--- src/rtl/uart_receiver.sv ---
// 8N1 UART receiver: two-flop rx synchroniser, mid-bit sampling, one-cycle valid or
// frame_err strobe per frame.
module uart_receiver #(
    parameter int unsigned CLOCKS_PER_BIT = 217,
    parameter int unsigned CNT_WIDTH      = 8
) (
    input  logic       clk,
    input  logic       rst,
    input  logic       rx,
    output logic [7:0] data_out,
    output logic       valid,
    output logic       frame_err,
    output logic       busy
);

    localparam logic [CNT_WIDTH-1:0] HALF = CNT_WIDTH'((CLOCKS_PER_BIT - 1) / 2);
    localparam logic [CNT_WIDTH-1:0] LAST = CNT_WIDTH'(CLOCKS_PER_BIT - 1);

    typedef enum logic [1:0] {StIdle, StStart, StData, StStop} state_t;

    state_t               state_q, state_d;
    logic [1:0]           sync_q;
    logic [CNT_WIDTH-1:0] timer_q, timer_d;
    logic [2:0]           index_q, index_d;
    logic [7:0]           shift_q, shift_d;
    logic [7:0]           data_q, data_d;
    logic                 valid_q, valid_d;
    logic                 ferr_q, ferr_d;
    logic                 rx_s;

    assign rx_s = sync_q[1];

    always_comb begin
        state_d = state_q;
        timer_d = timer_q;
        index_d = index_q;
        shift_d = shift_q;
        data_d  = data_q;
        valid_d = 1'b0;
        ferr_d  = 1'b0;
        case (state_q)
            StIdle: begin
                if (!rx_s) begin
                    timer_d = '0;
                    state_d = StStart;
                end
            end
            StStart: begin
                if (timer_q == HALF) begin
                    timer_d = '0;
                    index_d = '0;
                    // Line back high at mid-start means a glitch, not a frame.
                    state_d = rx_s ? StIdle : StData;
                end else begin
                    timer_d = timer_q + 1'b1;
                end
            end
            StData: begin
                if (timer_q == LAST) begin
                    timer_d          = '0;
                    shift_d[index_q] = rx_s;
                    if (index_q == 3'd7) begin
                        state_d = StStop;
                    end else begin
                        index_d = index_q + 3'd1;
                    end
                end else begin
                    timer_d = timer_q + 1'b1;
                end
            end
            StStop: begin
                if (timer_q == LAST) begin
                    timer_d = '0;
                    state_d = StIdle;
                    if (rx_s) begin
                        data_d  = shift_q;
                        valid_d = 1'b1;
                    end else begin
                        ferr_d = 1'b1;
                    end
                end else begin
                    timer_d = timer_q + 1'b1;
                end
            end
            default: state_d = StIdle;
        endcase
    end

    always_ff @(posedge clk) begin
        if (rst) begin
            state_q <= StIdle;
            sync_q  <= 2'b11;
            timer_q <= '0;
            index_q <= '0;
            shift_q <= '0;
            data_q  <= '0;
            valid_q <= 1'b0;
            ferr_q  <= 1'b0;
        end else begin
            state_q <= state_d;
            sync_q  <= {sync_q[0], rx};
            timer_q <= timer_d;
            index_q <= index_d;
            shift_q <= shift_d;
            data_q  <= data_d;
            valid_q <= valid_d;
            ferr_q  <= ferr_d;
        end
    end

    assign data_out  = data_q;
    assign valid     = valid_q;
    assign frame_err = ferr_q;
    assign busy      = (state_q != StIdle);

endmodule

--- config.mk ---
export PLATFORM = sky130hd
export DESIGN_NAME = uart_receiver
export DESIGN_NICKNAME = d
export VERILOG_FILES = /design/src/rtl/uart_receiver.sv
export SDC_FILE = /design/constraint.sdc
export NUM_CORES = 1
export LEC_CHECK = 0
export BUFFER_PORTS_ARGS = -buffer_cell sky130_fd_sc_hd__clkbuf_2
export CORE_MARGIN = 3
export CORE_UTILIZATION = 35
export DETAILED_ROUTE_END_ITERATION = 6
export GPL_ROUTABILITY_DRIVEN = 0
export PLACE_DENSITY = 0.58
export SETUP_SLACK_MARGIN = 0.05
export SLEW_MARGIN = 20
export SYNTH_ARGS = -nofsm -noshare
export SYNTH_HDL_FRONTEND = slang
export SYNTH_SLANG_ARGS = --single-unit
--- constraint.sdc ---
create_clock -name clk -period 4.89 [get_ports clk]
set_input_delay 0.7335 -clock clk [delete_from_list [all_inputs] [get_ports clk]]
set_output_delay 0.7335 -clock clk [all_outputs]
set_load 0.1 [all_outputs]
==> flow_summary.ini <==
[setup_path]
cp-end-kind = output pin
cp.depth = 2
crit_type = flop to output pin
r2r_end = timer_q[3]
worstSetupStartpointType = flop
r2r-start = timer_q[0]
rrSetupSlack_ns = 2.91
cp-endpoint = busy
slowest_stage = dfxtp_1
ff2ff_path_depth = 6
cp_data_required_time_ns = 4.16
cp_data_arrival_time_ns = 1.51
cp_num_buf_inv = 1
crit_family = flip-flops
cpPeakStageDelay_ns = 0.57
cp_max_fo = 15
crit_chain = or2_2, clkbuf_2

[power_and_ir_drop]
pwr-share-seq = 0.492
power_density_nw_per_um2 = 306
report.power.total_mw = 0.556
power.internal_mw = 0.441
clkPwrFrac = 0.476
vdd_drop_max_v = 0.000176
p_switching_mw = 0.115
p_comb_frac = 0.032
switching_share = 0.206
leakagePower_nw = 0.796

[timing]
setup_viol = 0
rsz0062_at_grt = no
timing.fmax_mhz = 446
final_max_slew_viol_count = 0
worst_pin_slew_ns = 0.685
skew_ns = 0.00755
timing.final.crit_share = 0.459
relSlewSlack = 0.543
fin_setup_tns_ns = 0
period_minus_slack_ns = 2.24
finalHoldViolCount = 0

[routing]
viasPerCell = 5.34
first_pass_iters = 4
vias = 1282
drc = 0
wl_per_cell_um = 13.0
ant_nets = 0
drt_iter0_drc = 92
wirelength_um = 3120

[global_route]
use_met1 = 0.184
antenna_found_initial = 0
grt_max_degree = 34
grt_overflow_total = 0
use_met3 = 0.0405
use_met2 = 0.175
grt_usage = 0.128
grt_pass1_vias = 1102
busiest_layer = met1
grt_first_pass_wirelength_um = 5420

[synth]
ys_seq_area_frac = 0.407
synth_fp_nets = 184
synth_edf_count = 0
synth_cells = 177
synthesis.area_um2 = 1620
async_flop_share = 0
ys.flop_type = dfxtp_1
syn_avg_cell_area_um2 = 9.17
ys_warn_count = 0
synth.distinct_cells = 43
synth-seq-cells = 33

[die]
initial_utilization = 0.368
core.rowCount = 24
dieArea_um2 = 5490
die_x_um = 74.1
core_um2 = 4410
io_pins = 14
die_h_um = 74.1

[cts]
cts-htree-levels = 2
cts_tree = yes
clock_sinks = 33
clk_pin_slew_ns = 0.07
holdBufCountCts = 0
post_cts_buffers = 0
root_buffer = clkbuf_8
cts_buffers = 5
cts_buffer_depth = 2
clock_latency_ns = 0.28
cts_resized = 0

[cells_and_area]
fin_cells = 240
num_antenna_cells = 0
syn_to_final_growth_pct = 12.0
nets = 194
drive_above_1_share = 0.181
num-fill-cells = 447

[hold_path]
holdCritPathClass = flop to flop

[place]
hpwl_um = 2090
io_buffers = 13
dp.cells = 232

[outcome]
outcome = finished, final reports clean

[run]
maxCapViolCount = 0
[kinds of logic (layout without fill, tap and decap cells)]
group	Yosys count	count (layout)	synth area share
fa+ha+maj	4	4	0.0308
simple gates	84	84	0.322
buf+inv	13	24	0.0385
flops	33	33	0.407
mux	16	16	0.0987
compound gates	27	27	0.103
[power by group through the flow]
stage,clock (mW),sequential [mW],combinational [mW]
3_3_place_gp,0,0.280,0.0181
3_5_place_dp,0,0.280,0.0180
6_report,0.265,0.274,0.0177
4_1_cts,0.272,0.274,0.0180
2_1_floorplan,0,0.278,0.0155
5_1_grt,0.283,0.274,0.0194
[sequential cells by signal, summed over array words and instances, names as in the netlist, named ones only]
name and count:
sync_q 2, data_out 8, valid 1, shift_q 8, state_q 1, index_q 3, frame_err 1, timer_q 8
[synth_stat cells (all sizes together) (3+ instances only)]
cell type,instances,area (um2)
mux2i,16,160
o22ai,6,37.5
clkbuf,7,27.5
dfxtp,33,661
nand3,8,40.0
nor4,3,18.8
nand4b,7,76.3
a21oi,12,63.8
or2,3,18.8
nand2,13,48.8
ha,4,50.1
inv,3,11.3
nor3,5,36.3
and3b,3,27.5
nor2,22,82.6
and4b,3,32.5
nand4,4,25.0
[through the flow]
stage | utilization | area (um2) | setup slack [ns] | hold WS [ns]
3_5_place_dp | 0.385 | 1700 | 2.92 | 0.396
4_1_cts | 0.412 | 1820 | 2.64 | 0.412
2_1_floorplan | - | 1620 | 3.12 | 0.389
5_1_grt | 0.412 | 1820 | 2.56 | 0.435
3_3_place_gp | 0.385 | 1700 | 2.95 | 0.393
6_report | 0.412 | 1820 | 2.65 | 0.411
[layer usage]
layer  wire length (um)  share of wire
met1               1640           0.52
met2               1310           0.42
met3                119          0.038
met4                 56          0.018
met5                  0              0
[final cells by class]
class	instances	area [um2]	area share
tap	52	65.1	0.0358
clock buffer	7	86.3	0.0475
clock inverter	1	30.0	0.0165
sequential	33	661	0.363
multi-input combinational	131	900	0.495
inverter	3	11.3	0.00619
timing repair buffer	13	65.1	0.0358
[cells in the final DEF (no fill, tap or decap), types with 4 or more instances in the layout]
cell type and n:
ha_1 4, nand2_1 13, nor3_1 4, dfxtp_1 33
nand4_1 4, clkbuf_2 13, nand4b_1 6, clkbuf_8 6
nor2_1 22, mux2i_1 16, o22ai_1 6, nand3_1 8
a21oi_1 11
[worst min-delay path by stage]
stage	from	end	slack, ns	cells past startpoint
5_1_grt	sync_q[0]	sync_q[1]	0.44	1
2_1_floorplan	sync_q[0]	sync_q[1]	0.39	1
6_report	sync_q[0]	sync_q[1]	0.41	1
4_1_cts	sync_q[0]	sync_q[1]	0.41	1
3_3_place_gp	sync_q[0]	sync_q[1]	0.39	1
3_5_place_dp	sync_q[0]	sync_q[1]	0.40	1
(Power assumes the default switching activity.)
